===== config.mk =====
export PLATFORM = sky130hd
export DESIGN_NAME = apb_csr_bank
export DESIGN_NICKNAME = d
export VERILOG_FILES = /design/src/rtl/apb_csr_bank.sv
export SDC_FILE = /design/constraint.sdc
export NUM_CORES = 1
export LEC_CHECK = 0
export BUFFER_PORTS_ARGS = -buffer_cell sky130_fd_sc_hd__buf_2
export CAP_MARGIN = 20
export CELL_PAD_IN_SITES_DETAIL_PLACEMENT = 1
export CELL_PAD_IN_SITES_GLOBAL_PLACEMENT = 2
export CORE_ASPECT_RATIO = 0.7
export CORE_MARGIN = 5
export CORE_UTILIZATION = 26
export CTS_BUF_LIST = sky130_fd_sc_hd__clkbuf_8
export DETAILED_ROUTE_END_ITERATION = 6
export GPL_ROUTABILITY_DRIVEN = 0
export PLACE_DENSITY = 0.79
export SLEW_MARGIN = 0
export SYNTH_ARGS = -nofsm -noshare
export SYNTH_HDL_FRONTEND = slang
export SYNTH_SLANG_ARGS = --single-unit

===== constraint.sdc =====
create_clock -name clk -period 3.7 [get_ports clk]
set_input_delay 0.555 -clock clk [delete_from_list [all_inputs] [get_ports clk]]
set_output_delay 0.555 -clock clk [all_outputs]
set_load 0.05 [all_outputs]

===== src/rtl/apb_csr_bank.sv =====
// APB3 control/status register bank with a blocking push/pop stream window.
// Optional stall timeout is enabled by defining APB_CSR_TIMEOUT_EN.
module apb_csr_bank #(
  parameter int          NUM_CTRL = 8,
  parameter int          NUM_STAT = 4,
  parameter int          TIMEOUT  = 255,
  parameter logic [31:0] BLOCK_ID = 32'h5242_0200
) (
  input  logic                     clk,
  input  logic                     reset,
  input  logic                     psel,
  input  logic                     penable,
  input  logic [39:0]              paddr,
  input  logic                     pwrite,
  input  logic [31:0]              pwdata,
  output logic [31:0]              prdata,
  output logic                     pready,
  output logic                     pslverr,
  output logic [NUM_CTRL*32-1:0]   ctrl_q,
  output logic [NUM_CTRL-1:0]      ctrl_wr_pulse,
  input  logic [NUM_STAT*32-1:0]   stat_d,
  output logic [31:0]              strm_wr_data,
  output logic                     strm_wr_en,
  input  logic                     strm_wr_full,
  input  logic [31:0]              strm_rd_data,
  output logic                     strm_rd_en,
  input  logic                     strm_rd_empty
);

  // state | meaning
  // IDLE  | no access pending, or a non-blocking access completing now
  // STALL | stream access held off with pready=0 until the FIFO side is ready
  typedef enum logic {IDLE, STALL} state_t;

  localparam logic [15:0] TIMEOUT_W = 16'(TIMEOUT);

  state_t      state;
  logic        access;
  logic [3:0]  page;
  logic [5:0]  widx;
  logic        sel_id, sel_wr, sel_status, sel_rd, sel_clr, sel_ctrl, sel_stat;
  logic        is_ro, is_wo, dec_err, blocked, to_hit, done, err_now, sticky_rd;
  logic [31:0] rd_word;

  assign access = psel & penable;
  assign page   = paddr[11:8];
  assign widx   = paddr[7:2];

  assign sel_id     = (page == 4'h0) && (widx == 6'd0);
  assign sel_wr     = (page == 4'h0) && (widx == 6'd1);
  assign sel_status = (page == 4'h0) && (widx == 6'd2);
  assign sel_rd     = (page == 4'h0) && (widx == 6'd3);
  assign sel_clr    = (page == 4'h0) && (widx == 6'd4);
  assign sel_ctrl   = (page == 4'h1) && (int'({26'd0, widx}) < NUM_CTRL);
  assign sel_stat   = (page == 4'h2) && (int'({26'd0, widx}) < NUM_STAT);

  assign is_ro   = sel_id | sel_status | sel_rd | sel_stat;
  assign is_wo   = sel_wr | sel_clr;
  assign dec_err = ~(is_ro | is_wo | sel_ctrl) | (pwrite & is_ro) | (~pwrite & is_wo);
  assign blocked = ~dec_err & ((sel_wr & pwrite & strm_wr_full) |
                               (sel_rd & ~pwrite & strm_rd_empty));

`ifdef APB_CSR_TIMEOUT_EN
  logic [15:0] wait_cnt;
  logic        sticky;
  // The first stalled cycle happens in IDLE, so the count lags by one.
  assign to_hit    = blocked && (state == STALL) && ((wait_cnt + 16'd1) == TIMEOUT_W);
  assign sticky_rd = sticky;
`else
  assign to_hit    = 1'b0;
  assign sticky_rd = 1'b0;
`endif

  // A clearing condition means blocked=0, so normal completion beats timeout.
  assign done    = ~reset & access & (~blocked | to_hit);
  assign err_now = done & (dec_err | to_hit);

  always_comb begin
    rd_word = '0;
    if (sel_id)     rd_word = BLOCK_ID;
    if (sel_status) rd_word = {29'd0, sticky_rd, strm_rd_empty, strm_wr_full};
    if (sel_rd)     rd_word = strm_rd_data;
    if (sel_ctrl) begin
      for (int i = 0; i < NUM_CTRL; i++)
        if (widx == 6'(i)) rd_word = ctrl_q[i*32 +: 32];
    end
    if (sel_stat) begin
      for (int i = 0; i < NUM_STAT; i++)
        if (widx == 6'(i)) rd_word = stat_d[i*32 +: 32];
    end
  end

  assign pready  = done;
  assign pslverr = err_now;
  assign prdata  = (done && !err_now && !pwrite) ? rd_word : 32'd0;

  always_ff @(posedge clk) begin
    if (reset) begin
      state         <= IDLE;
      ctrl_q        <= '0;
      ctrl_wr_pulse <= '0;
      strm_wr_data  <= '0;
      strm_wr_en    <= 1'b0;
      strm_rd_en    <= 1'b0;
`ifdef APB_CSR_TIMEOUT_EN
      wait_cnt      <= '0;
      sticky        <= 1'b0;
`endif
    end else begin
      ctrl_wr_pulse <= '0;
      strm_wr_en    <= 1'b0;
      strm_rd_en    <= 1'b0;
      if (done && !err_now && pwrite) begin
        if (sel_ctrl) begin
          for (int i = 0; i < NUM_CTRL; i++) begin
            if (widx == 6'(i)) begin
              ctrl_q[i*32 +: 32] <= pwdata;
              ctrl_wr_pulse[i]   <= 1'b1;
            end
          end
        end
        if (sel_wr) begin
          strm_wr_en   <= 1'b1;
          strm_wr_data <= pwdata;
        end
`ifdef APB_CSR_TIMEOUT_EN
        if (sel_clr) sticky <= 1'b0;
`endif
      end
      if (done && !err_now && !pwrite && sel_rd) strm_rd_en <= 1'b1;
`ifdef APB_CSR_TIMEOUT_EN
      if (done && to_hit) sticky <= 1'b1;
`endif
      case (state)
        IDLE: begin
          if (access && blocked) begin
            state <= STALL;
`ifdef APB_CSR_TIMEOUT_EN
            wait_cnt <= '0;
`endif
          end
        end
        STALL: begin
          // Dropping psel mid-stall abandons the access without a strobe.
          if (!access || done) begin
            state <= IDLE;
          end else begin
`ifdef APB_CSR_TIMEOUT_EN
            wait_cnt <= wait_cnt + 16'd1;
`endif
          end
        end
        default: state <= IDLE;
      endcase
    end
  end

  logic unused_cfg;
  assign unused_cfg = ^{paddr[39:12], paddr[1:0], TIMEOUT_W};

endmodule


## Word-level counts from Yosys, hierarchy flattened

Index checks and enable logic that the tools add are counted.

- Register bits: 298
- Input port bits: 239
- Output and inout port bits: 332
- Word-level logic and storage cells: 104

- Magnitude comparators: 2
- Eq/ne operators: 9
- Multiplexer cells: 28
- Bitwise logic cells: 27
- Reductions and logical operators: 26

Operator list:

| cell | count |
|---|---|
| $mux 32 | 16 |
| $mux 31 | 2 |
| $eq 6x3->1 const B | 4 |
| $reduce_and 3->1 | 8 |
| $eq 6x2->1 const B | 2 |
| $and 1x1->1 | 11 |
| $logic_and 1x1->1 | 11 |
| $mux 1 | 10 |
| $or 1x1->1 | 9 |
| $not 1->1 | 7 |
| $eq 6x1->1 const B | 1 |
| $logic_not 6->1 | 1 |
| $lt 6x3->1 const B | 1 |
| $lt 6x4->1 const B | 1 |
| $eq 4x1->1 const B | 1 |
| $eq 4x2->1 const B | 1 |
| $logic_not 4->1 | 1 |
| $reduce_or 3->1 | 1 |
| $logic_not 1->1 | 2 |
| $reduce_and 2->1 | 1 |
| $reduce_or 2->1 | 1 |

## Logic depth before layout (Yosys ltp)

Gate-level depths: netlist (run 1).

- Depth in word-level cells: 20
- Gate-level depth with buffers: 10
- Gate-level depth less buffers: 7

## Least setup slack after synthesis (run 1)

No wires, ideal clock.

- Kind: input-to-output
- From: in paddr[6]
- To: out prdata[10]
- Data arrival time: 3.586 ns
- Required time: 3.145 ns
- Setup slack: -0.441 ns
- Stages: 8
- Path buffers: 3
- Cell sequence: clkbuf_1 or4b_1 or4_1 buf_4 a2111oi_4 buf_6 nand2_1 a211oi_1

- Cells in the longest elaborated chain, start to end: 19
- Elaborated cells on any way between the ends: 58
- Those cells by class: order compare: 2; eq/ne: 7; mux: 17; bitwise: 21; reduce/logical: 11

RTL lines:

| what | line | RTL |
|---|---|---|
| start: declaration | 13 | `input logic [39:0] paddr,` |
| $eq 6x2->1 or $logic_not 6->1 (tied branches) | n/a |  |
| $logic_and 1x1->1 (on tied branches) | 51, 49 |  |
| $mux 31 or $or 1x1->1 (tied branches) | 81, 57 |  |
| $mux 32 or $or 1x1->1 (tied branches) | 82, 57 |  |
| $mux 32 or $or 1x1->1 (tied branches) | 85, 57 |  |
| $mux 32 or $or 1x1->1 (tied branches) (2 in a row) | 85, 59 |  |
| $mux 32 or $not 1->1 (tied branches) | 85, 59 |  |
| $mux 32 or $or 1x1->1 (tied branches) (2 in a row) | 85, 59 |  |
| $mux 32 or $not 1->1 (tied branches) | 85, 60 |  |
| $mux 32 or $and 1x1->1 (tied branches) | 85, 60 |  |
| $mux 32 or $not 1->1 (tied branches) | 83, 75 |  |
| $mux 32 or $and 1x1->1 (tied branches) | 89, 75 |  |
| $mux 32 or $and 1x1->1 (tied branches) | 89, 76 |  |
| $mux 32 or $logic_not 1->1 (tied branches) | 89, 95 |  |
| $mux 32 or $logic_and 1x1->1 (tied branches) | 89, 95 |  |
| $mux 32 or $logic_and 1x1->1 (tied branches) | 87, 95 |  |
| $mux 32 (*) | 95 | `assign prdata = (done && !err_now && !pwrite) ? rd_word : 32'd0;` |
| end: declaration | 16 | `output logic [31:0] prdata,` |

Every way passes the cells marked *; elsewhere a longest branch is shown, timed or not.

## Worst setup path after layout (run 1)

- From: in paddr[3]
- To: out prdata[13]

Same word-level chain as after synthesis.

==> results of run 1 <==
==> sequential cells by signal, indices dropped and copies added, names as in the netlist <==
register / count
ctrl_q: 256
ctrl_wr_pulse: 8
strm_rd_en: 1
strm_wr_data: 32
strm_wr_en: 1
==> per-layer routing <==
metal	wire length, um	part of all wire (%)	track usage, %	up-vias
li1	-	-	-	7865
met1	37600	42	37.3	8764
met2	41000	46	45.9	798
met3	8660	9.6	8.52	144
met4	2460	2.7	8.01	10
met5	58	0.065	0	-
==> through the flow <==
step           util, %  worst slack, ps  power [uW]  instances  area (um^2)
2_1_floorplan        -             -411        3470       1957        14100
3_5_place_dp      34.2            -81.0        3740       3167        18300
3_3_place_gp      34.2            -52.3        3730       3167        18300
5_1_grt           36.8            -2.46        7210       3272        19700
4_1_cts           36.4             2.54        7060       3260        19500
6_report          36.8             9.96        6990       3275        19700
==> power by group <==
| group | internal [uW] | switching, uW |
|---|---|---|
| Sequential | 3210 | 0.0271 |
| Clock | 1770 | 1530 |
| Combinational | 154 | 320 |
==> kinds of logic (layout without fill, tap and decap cells) <==
logic type	Yosys count	in the layout
buffers and inverters	208	790
and+or+nand+nor	763	763
AOI/OAI and AO/OA	659	659
muxes	29	29
other	0	6
DFF	298	298
==> placed cells by master, fill, tap and decap left out, types with 5 or more instances in the layout <==
| cell | n |
|---|---|
| nand2_1 | 635 |
| buf_2 | 518 |
| a21oi_1 | 398 |
| dfxtp_1 | 298 |
| buf_4 | 125 |
| o21ai_0 | 73 |
| clkbuf_8 | 68 |
| nor2_1 | 57 |
| o22ai_1 | 41 |
| a22oi_1 | 31 |
| buf_12 | 29 |
| a222oi_1 | 24 |
| inv_1 | 23 |
| mux2i_1 | 20 |
| a211oi_2 | 17 |
| nand3_1 | 11 |
| a221oi_1 | 10 |
| mux2_2 | 9 |
| o211ai_1 | 8 |
| inv_2 | 8 |
| o21ai_1 | 7 |
| diode_2 | 6 |
| a31oi_1 | 6 |
| a41o_1 | 6 |
| nor3_1 | 5 |
| nand2_2 | 5 |
| nor4_1 | 5 |
| nand3b_1 | 5 |
| and3_1 | 5 |
| a22o_1 | 5 |
| buf_6 | 5 |
==> final cells by class <==
| type | count | area (um^2) |
|---|---|---|
| well taps | 730 | 913 |
| multi-input cells | 1451 | 7430 |
| clock buffers | 68 | 936 |
| clock inverters | 23 | 151 |
| fillers | 6697 | 33800 |
| flip-flops and latches | 298 | 5970 |
| repair buffers | 684 | 4260 |
| inverters | 15 | 56.3 |
| diodes | 6 | 15.0 |
==> final timing paths <==
kind	endpoint	depth (start not counted)	slack [ps]
max	prdata[13]	11	10
min	strm_wr_en	2	220
max reg2reg	ctrl_q[101]	2	2910
min reg2reg	strm_wr_data[22]	2	450
==> timing repair <==
item                                    4_1_cts  5_1_grt
endpoints found under the setup margin       20       31
hold endpoints to repair                      0        0
pin swaps                                     1        8
resized for setup                            12       41
buffers inserted                              2        6
cloned                                        0        3
==> worst max-delay path: cells and delay by family <==
family / cells / cell delay, ps
AOI/OAI and AO/OA: 4 / 1140
buffers and inverters: 5 / 970
and+or+nand+nor: 2 / 450
==> results.md, run 1 <==
GRT:
- The overall fraction of global-route tracks in use is 28.5%.
- Entering global routing, the biggest net connects 189 pins.
- The initial antenna violation count is 10.
- Summed over all layers, the global routing overflow is 0.
- The via count of the first global-routing pass is 17700.
- The first-pass GRT wire length is between 100 and 150 mm.

Synth:
- In this run, synthesis inferred 0 flip-flops with an integrated enable.
- The share of synthesized area spent on multiplexers is under 10%.
- In this run the biggest area consumer among cell types represents 42.5% of the synthesized area.
- The largest family of logic cells by synthesized area is compound AO/OA/AOI/OAI gates.
- The prevailing post-synth register cell is dfxtp_1.
- The post-synthesis share of cell area spent on xor and xnor gates is 0%.
- Synthesis handed over a netlist of 1957 instances.
- The post-synthesis cell type count is 54.
- The fraction of synthesis flops using an asynchronous set or reset pin is 0%.
- By count the netlist is led by nand2_1 (640), a21oi_1 (400), dfxtp_1 (298).
- dfxtp_1 takes more of the synthesized area than any other cell.
- The cell area that synthesis handed to floorplanning was 0.0140 mm^2.
- The part of the Yosys area used for sequential elements is 42.5%.
- Counting flops and latches in the post-synthesis netlist gives 298.
- The synthesized-area fraction occupied by ao, oa, aoi and oai cells is 27.5%.
- The adder-cell area share of the yosys netlist is 0%.
- In the post-synthesis netlist, the biggest area contributors are dfxtp_1 (42%), nand2_1 (17%), a21oi_1 (14%).
- The number of nets in the synthesized netlist is 2196.
- The Yosys step of the flow raised 0 warnings.
- The most numerous cell in the Yosys netlist is nand2_1.
- Of the total synthesized cell area, the portion taken by AND, OR, NAND and NOR gates is a little over a fifth.
- The mean area per synthesized cell is 7.18 um^2.

Drt:
- The count of nets left with antenna violations once routing finished came out at 0.
- Detailed routing inserted a total of 17600 vias.
- The detailed-router iteration count before antenna repair is 6.
- The routed wire length is 89.8 mm.
- The initial DRC count is 1787.
- The average detailed-routed wire length per instance is 27.4 um.
- The routed via count divided by cell count is about 5.4.
- In the routed design, unresolved DRC markers number 0.

Job:
- Across the run, the number of max-cap violations was 0.

Critical path:
- The largest single stage delay on the critical path is around 670 ps.
- The cell type of the slowest stage on the worst timing path is a222oi_1.
- The data arrival time of the worst path is 3140 ps.
- In this run the worst path has a maximum fanout of 14.
- The worst setup path is captured at an output pin.
- The source of the worst register-to-register timing path is ctrl_q[101].
- The cell with the most instances on the worst path is buf_4.
- The kind of launch point of the worst setup path is an input pin.
- The required time at the endpoint of the critical path is 3140 ps.
- The critical path starts at paddr[3].
- The classification of the worst setup path is input pin to output pin.
- Walking the worst path, the cells encountered are buf_2 > buf_4 > nand2b_1 > nor2_1 > buf_12 > a222oi_1 > a31oi_1 > buf_4 > o21ai_0 > a21oi_1 > buf_4.

Die:
- The vertical die dimension is 204 um.
- After floorplanning, the core was sized to cover about 0.054 mm^2.
- The floorplan has 71 rows.
- Once the floorplan was initialized, standard cells occupied 26.2% of the core.
- The area enclosed by the die boundary is 0.0588 mm^2.
- The I/O pin count is 571.
- The die is 288 um wide.

Timing:
- In this run the tightest slew margin relative to its limit is 32.5%.
- The slew of the pin with the lowest slew margin is between 1000 and 1500 ps.
- The worst path uses 99.7% of the clock period.
- The final count of hold timing violations is 0.
- The final max-slew violation count is 0.
- Static timing analysis puts the maximum clock frequency at 271 MHz.
- In the final timing run, aggregate negative setup slack is 0 ps.
- The clock period minus worst slack is 3690 ps.
- Setup violations remaining at the end of the flow were counted as 0.
- For the final database, setup skew stands at 0 ps.
- The worst-case hold slack is 217 ps.

Run status:
- The run finished with clean final reports.

Layout:
- The post-route netlist has between 30% and 40% of its cells at a drive strength greater than 1.
- After the last flow step, the layout net total stands at 2741.
- The area growth from synthesis to layout is 40.5%.

Clock tree:
- The cell sitting at the root of the clock tree is a clkbuf_8.
- After clock tree synthesis, the clock-pin slew on the worst setup and hold paths is 60 ps.
- The clock insertion delay at the later pin of the skew report is 610 ps.
- Clock tree synthesis found a total of 298 sinks.
- The hold-fix buffer count after cts is 0.
- The TritonCTS clock tree is done.
- The worst-case clock buffer depth is 3.
- The number of H-tree levels is 2.
- The number of CTS-inserted buffers is 52.

Place:
- Port buffering added 540 buffers.
- Detailed placement ended at an HPWL of 66.6 mm.

Power and ir drop:
- The power per standard cell area is 354 mW/mm^2.
- The worst-case IR drop observed on VDD is 218 uV.
- The leakage power summed over all cells is roughly 0.0081 uW.

Min path:
- In this run the most critical hold path is launched from strm_wr_full.
- The worst min-delay path category is input pin to register.
No activity file was read; power rests on OpenSTA's default activity.
==> inputs of run 2 (changes only) <==
ABC_AREA = 1   (was default)
CTS_CLUSTER_SIZE = 25   (was default)
PLACE_DENSITY = 0.81   (was 0.79)
==> run 2 against run 1 <==
Compared with the run above:
- die area rose by 8.8%
- combinational power fell by 8.6%
- routed wire length rose by 0.84%
- core utilization rose by 0.12 points
- highest routed layer unchanged
==> results.md, run 2 <==
GRT:
- For this run, the total global-route usage over all layers was measured as 26.8%.
- The via count of the first global-routing pass is 19600.
- The initial antenna violation count is 5.
- Entering global routing, the biggest net connects 168 pins.
- The leftover overflow at the end of global routing is 0.
- The first-pass GRT wire length is 129 mm.

Synth:
- Counting every instance in the synthesized netlist gives 2484.
- After Yosys synthesis, XOR and XNOR cells account for 0% of the synthesized area.
- The share of the Yosys chip area taken by registers is approximately two fifths.
- The post-synthesis cell type count is 29.
- Summing every instance area after synthesis gives about 0.015 mm^2.
- dfxtp_1 takes more of the synthesized area than any other cell.
- In the synthesized netlist the async set-or-reset flop fraction comes to 0%.
- In this run the biggest area consumer among cell types represents around two fifths of the synthesized area.
- After synthesis, the largest family of logic cells by area is simple AND/OR/NAND/NOR gates.
- In the post-synthesis netlist, the biggest area contributors are dfxtp_1 (39%), nand2_1 (17%), nor2_1 (12%).
- The most numerous cell in the Yosys netlist is nand2_1.
- The flop and latch count out of synthesis is 298.
- The number of nets in the synthesized netlist is 2723.
- The fraction of the mapped netlist area in simple logic gates is slightly below 40%.
- The prevailing post-synth register cell is dfxtp_1.
- After synthesis, the share of cell area in mux cells is 0%.
- Yosys mapped a number of flops with a built-in enable equal to 0.
- The adder-cell area share of the yosys netlist is 0%.
- The synthesized-area fraction occupied by ao, oa, aoi and oai cells is 13.6%.
- By count the netlist is led by nand2_1 (680), nor2_1 (482), dfxtp_1 (298).
- Yosys printed 0 warnings.
- Averaged over all synthesized cells, the footprint is 6.17 um^2.

Timing:
- Timing would allow up to 273 MHz.
- Of the available clock period, the critical path in the final layout requires about 99%.
- The final max-slew violation count came to 0.
- The final-report setup violation count is 0.
- The worst-case setup margin in the final layout is 30.8 ps.
- The final count of hold timing violations is 0.
- The post-route clock skew is 0 ps.
- Setup repair after global routing could not meet its margin everywhere.
- For the finished layout, the period the worst path requires is 3670 ps.
- At the pin with the least slew margin, the transition time is roughly 940 ps.
- In this run the tightest slew margin relative to its limit is 37.1%.

Drt:
- For this block, the initial DRC count from the detailed router was 1325.
- The routed via count divided by cell count is 5.06.
- After detailed routing, the number of remaining DRC violations is 0.
- The via count is ~19000.
- The detailed-router iteration count before antenna repair is 5.
- The final layout contains routed wiring with a total length of 90.5 mm.
- Once detail routing completed, the nets flagged for antenna violations numbered 0.
- The average detailed-routed wire length per instance is around 24 um.

Place:
- The count of buffers added on input and output ports is 540.
- The HPWL after detailed placement is 69.7 mm.
- Prior to clock tree synthesis, the placed netlist has a worst setup slack of -310 ps.
- The total cell area at the placement stage is 0.0200 mm^2.
- The placed instance count is between 3000 and 4000.

Clock tree:
- The clock net sink count is 298.
- The library cell used as clock root buffer is clkbuf_8.
- The clock input transition at the sequential cells of the worst setup and hold paths is 60 ps.
- Counting the buffers created by CTS gives 52.
- The worst-case clock buffer depth is 3.
- TritonCTS built the clock tree.
- The number of H-tree levels is 2.
- The clock insertion delay at the later pin of the skew report is roughly 650 ps.

Power and ir drop:
- The worst voltage drop across the vdd grid is 242 uV.
- The leakage power summed over all cells is 0.0103 uW.
- In this run the power density over the cells is ~320 mW/mm^2.

Die:
- The region available for standard cell placement spans 0.0583 mm^2.
- The I/O pin count is about 570.
- The floorplan step set the die height to ~210 um.
- The starting utilization of the core area is a little over a quarter.
- The area enclosed by the die boundary is 0.0640 mm^2.
- The horizontal extent of the die is 300 um.
- The standard-cell row count is 74.

Layout:
- The largest registers in the layout are ctrl_q x256, strm_wr_data x32, ctrl_wr_pulse x8.
- Measured on the finished design, the core utilization comes to 37.0%.
- The final non-filler cell area is 0.0216 mm^2.
- Leaving out filler cells and counting taps, the final layout contains roughly 3800.
- Compared with the post-synthesis result, the final layout area differs by 40.6%.
- The flip-flop count of the largest register, all copies and words added is 256.
- The final layout contains 3272 nets.
- The largest register by flop count is ctrl_q.
- Of the cells placed in the final design, the portion with a size suffix greater than 1 is 29.3%.
- Leaving out fill and tap cells, the most frequent cells in the layout are nand2_1 (673), buf_2 (508), nor2_1 (471).
- The most common cell after layout, fill and taps aside is nand2_1.

Min path:
- The worst min-delay path category is input pin to register.

Critical path:
- The classification of the worst setup path is input pin to output pin.
- Data on the critical path arrives at its endpoint at ~3100 ps.
- The worst setup path is captured at an output pin.
- For the worst setup path, the data required time is 3140 ps.
- STA classifies the critical path startpoint as an input pin.
- Of all nets on the critical path, the largest fanout is 11.

Run status:
- The flow ran to the end, and the final reports show no timing, DRC or antenna violations.

Job:
- The max-cap violation count is 0.
run 2: layout make-up:
class | instances | area [um^2]
antenna | 3 | 7.51
fill | 7586 | 36800
timing repair buffer | 699 | 4720
multi-input combinational | 1874 | 8460
clock buffer | 64 | 881
clock inverter | 24 | 161
tap | 760 | 951
inverter | 108 | 408
sequential | 298 | 5970
run 2: kinds of logic after synthesis:
family / Yosys count
buf+inv: 312
simple gates: 1472
compound gates: 402
flops: 298
run 2: worst paths after layout:
check / slack (ps) / endpoint / startpoint / depth (start not counted)
setup reg to reg: 2930 / ctrl_q[246] / ctrl_q[246] / 2
hold reg to reg: 460 / strm_wr_data[0] / strm_wr_data[0] / 2
setup / recovery: 30 / prdata[2] / paddr[7] / 22
hold / removal: 250 / ctrl_q[213] / pwdata[21] / 3
run 2: power breakdown:
part	total [uW]	leakage, uW	switching [uW]	internal, uW
Combinational	433	0.00726	288	146
Sequential	3210	0.00240	0.000972	3210
Clock	3160	0.000598	1520	1640
run 2: per-stage QoR:
step,hold slack [ps],power [uW],setup TNS [ps]
after global placement,446,3690,-751
after global routing,209,7040,-952
after detailed placement,455,3700,-2190
after floorplan,684,3450,0
after CTS,177,6870,-27.5
final,253,6800,0
run 2: per-layer routing:
metal | up-vias | GRT usage (%) | wire (um)
li1 | 9043 | - | -
met1 | 9567 | 35.0 | 39700
met2 | 645 | 43.6 | 41200
met3 | 125 | 7.57 | 7210
met4 | 2 | 7.68 | 2450
met5 | - | 0 | 13
run 2: what timing repair did:
| item | 4_1_cts | 5_1_grt |
|---|---|---|
| hold buffers | 0 | 0 |
| setup buffers | 0 | 14 |
| pin swaps | 1 | 8 |
| setup endpoints to repair | 30 | 32 |
| cloned | 0 | 0 |
| gates resized for setup | 27 | 102 |
run 2: critical path: stages:
cell and delay [ps]:
buf_2 110, nor2_2 110, buf_6 130, nand2_2 80, nor2_4 150, nand2_4 120
buf_4 200, buf_4 150, o21ai_0 150, o21ai_0 110, nand2_1 80, nand2_1 60
nand2_1 60, nand2_1 50, nand4_1 210, nand3_2 130, nand2_1 80, nand2_1 50
nand2_1 50, nand2_1 70, a21oi_2 220, buf_6 190
==> inputs of run 3 (changes only) <==
TNS_END_PERCENT = 20   (was default)
clock period = 3.85 ns   (was 3.7 ns; I/O delays follow)
==> run 3 against run 2 <==
Compared with the run above:
- largest power group unchanged
- clock power fell by 7.3%
- sequential power fell by 4%
- clock-buffer cell count fell by 2
- critical path depth fell by 2
- combinational power fell by 3%
- worst hold slack improved by 34 ps
- sequential share of layout area rose by 0.94 points
- power fell by 5.5%
- design area fell by 3.3%
- clock skew did not move
- routed wire length rose by 1.5%
==> results.md, run 3 (synthesized netlist as in run 2, its figures left out) <==
Min path:
- In this run the worst hold path is classified as input pin to register.
- The worst hold path passes through 3 cells.

GRT:
- The maximum number of pins on one net before global-route repair is approximately 170.
- The initial antenna violation count is 5.
- The via count of the first global-routing pass came to ~19000.
- The overall fraction of global-route tracks in use is 27.2%.
- The total overflow left after global routing is 0.
- The first-pass GRT wire length is 131 mm.

Layout:
- In the final layout, the registers with the most flip-flops are ctrl_q x256, strm_wr_data x32, ctrl_wr_pulse x8.
- The synthesis-to-finish area growth is 36.0%.
- The largest register by flop count is ctrl_q.
- The final non-filler cell total is 3800.
- For this run, the post-layout net count is 3239.
- Leaving out fill and tap cells, the most frequent cell in the layout is nand2_1.
- The number of filler instances in the final layout is 7630.
- The register with the most flip-flops in the layout has 256 of them.
- The proportion of layout cells with a drive suffix above 1 is 27.2%.
- Leaving out fill and tap cells, the most frequent cells in the layout are nand2_1 (677), buf_2 (523), nor2_1 (471).
- The final non-filler cell area is 0.0209 mm^2.

Clock tree:
- The number of H-tree levels is 2.
- The clock input transition at the sequential cells of the worst setup and hold paths is 60 ps.
- The clock insertion delay at the later pin of the skew report is 610 ps.
- The clock net sink count is 298.
- TritonCTS created 53 clock buffers.
- No sink is reached through more buffers than the 3 on the longest clock path.
- The library cell used as clock root buffer is clkbuf_8.
- TritonCTS built the clock tree.

Critical path:
- For this run, the slowest stage of the critical path takes 280 ps.
- The cell depth of the worst flop-to-flop path is 2.
- The worst flop-to-flop path endpoint is ctrl_q[91].
- The critical path ends at prdata[27].
- The data arrival time of the worst path is 3190 ps.
- The cell type of the slowest stage on the worst timing path is buf_2.
- The signal on the critical path passes through buf_2 > nor2_4 > nand2_2 > buf_4 > nor2_4 > buf_8 > buf_4 > a21oi_1 > nand2_1 > nand2_1 > nand2_1 > nand2_1 > nand4_1 > nand3_1 > nand2_1 > nand2_1 > nand2_1 > nand2_1 > a21oi_1 > buf_2.
- The kind of launch point of the worst setup path is an input pin.
- For the worst setup path, the data required time is 3270 ps.
- The endpoint kind of the worst setup timing path is an output pin.
- Among cell families on the critical path, the largest total delay comes from simple AND/OR/NAND/NOR gates.
- The total buffers and inverters traversed by the critical path is 5.
- The highest net fanout along the worst path is 8.
- The classification of the worst setup path is input pin to output pin.
- The worst register-to-register path begins at ctrl_q[91].
- The start point of the critical path is paddr[6].
- By instance count, the cell type seen most on the critical path is nand2_1.
- Counting buffers and inverters, the worst setup path is 20 cells deep.
- The setup slack of the worst register-to-register path is about 3000 ps.

Die:
- During I/O placement, the number of pins put on the boundary was 571.
- The region available for standard cell placement spans about 0.058 mm^2.
- The area enclosed by the die boundary is 0.0640 mm^2.
- The starting utilization of the core area is 26.3%.
- The standard-cell row count is between 70 and 80.
- The vertical die dimension is roughly 210 um.
- Measured along the x axis, the die boundary spans 300 um.

Drt:
- After detailed routing, the average wire length per cell comes to 24.2 um.
- The via count is 19000.
- For this block, the routed nets add up to 91.9 mm of wire.
- After detailed routing, the number of remaining DRC violations is 0.
- The initial DRC count is 1193.
- The number of nets with antenna violations after routing is 0.
- The detailed-router iteration count before antenna repair is 5.
- Using the TritonRoute via totals, the vias-per-cell ratio works out to 5.01.

Timing:
- The slew of the pin with the lowest slew margin is 1060 ps.
- The remaining max-slew budget at the tightest pin is a little under 30%.
- The final-report setup violation count is 0.
- The post-route clock skew is 0 ps.
- The worst-case hold slack is 287 ps.
- Setup repair after global routing could not meet its margin everywhere.
- Derived from the worst setup path, the maximum achievable clock frequency is 266 MHz.
- The final max-slew violation count was 0.
- The final count of hold timing violations is 0.
- The portion of the clock cycle consumed by the worst path in the final layout is between 90 and 100%.
- The clock period minus worst slack is 3760 ps.

Place:
- After legalization and detailed placement, the total HPWL measured 69.3 mm.
- The number of port buffers is 540.
- Once placement completed, the tool counted placed cells totaling roughly 3700.
- The total cell area at the placement stage is between 0.015 and 0.02 mm^2.

Power and ir drop:
- IR analysis of the VDD net gives a maximum drop of around 230 uV.
- Total power for the finished layout comes to around 6400 uW.
- The power per standard cell area is 308 mW/mm^2.
- The leakage power summed over all cells is 0.00999 uW.

Job:
- The max-cap violation count is 0.

Run status:
- The flow ran to the end, and the final reports show no timing, DRC or antenna violations.
-- run 3: power breakdown --
part           internal (uW)  switching [uW]
registers               3080        0.000904
logic                    135             284
clock network           1470            1460
total                   4690            1740
-- run 3: cell type report --
| type | instances | area [um^2] | area share [%] |
|---|---|---|---|
| diodes | 4 | 10.0 | 0.0480 |
| clock inverters | 29 | 148 | 0.708 |
| repair buffers | 665 | 4190 | 20.1 |
| clock buffers | 62 | 853 | 4.09 |
| flip-flops and latches | 298 | 5970 | 28.6 |
| well taps | 760 | 951 | 4.56 |
| inverters | 108 | 413 | 1.98 |
| multi-input cells | 1874 | 8320 | 39.9 |
-- run 3: what timing repair did --
| item | 4_1_cts | 5_1_grt |
|---|---|---|
| gates resized for setup | 8 | 52 |
| cloned | 0 | 1 |
| pin swaps | 0 | 4 |
| endpoints found under the setup margin | 23 | 32 |
| hold buffers | 0 | 0 |
| buffers inserted | 0 | 10 |
-- run 3: worst min-delay path by stage --
stage,slack (ps),end,start
floorplan,680,strm_wr_data[0],strm_wr_data[0]
global placement,450,strm_wr_data[9],strm_wr_data[9]
detailed placement,450,strm_wr_data[30],strm_wr_data[30]
finish,290,ctrl_q[179],pwdata[19]
CTS,220,strm_wr_data[28],pwdata[28]
global route,260,strm_wr_data[28],pwdata[28]
-- run 3: metrics by stage --
step                      setup WS, ps  utilization, %  setup TNS [ps]
after floorplan                   10.0               -               0
after global placement            -192            33.4            -782
after detailed placement          -241            33.4           -1930
after CTS                        -85.6            35.2            -146
after global routing             -51.4            35.7            -505
final                             86.9            35.7               0
-- run 3: layer usage --
layer | global-route usage [%] | wire length, um | up-vias
met2 | 43.9 | 41600 | 649
met4 | 5.28 | 1490 | 4
li1 | - | - | 8982
met1 | 37.1 | 41300 | 9278
met3 | 7.30 | 7490 | 106
met5 | 0 | 33 | -
-- run 3: tightest hold or removal path, stage by stage --
cell     delay [ps]
buf_2           180
nand2_1          90
a21oi_1          60
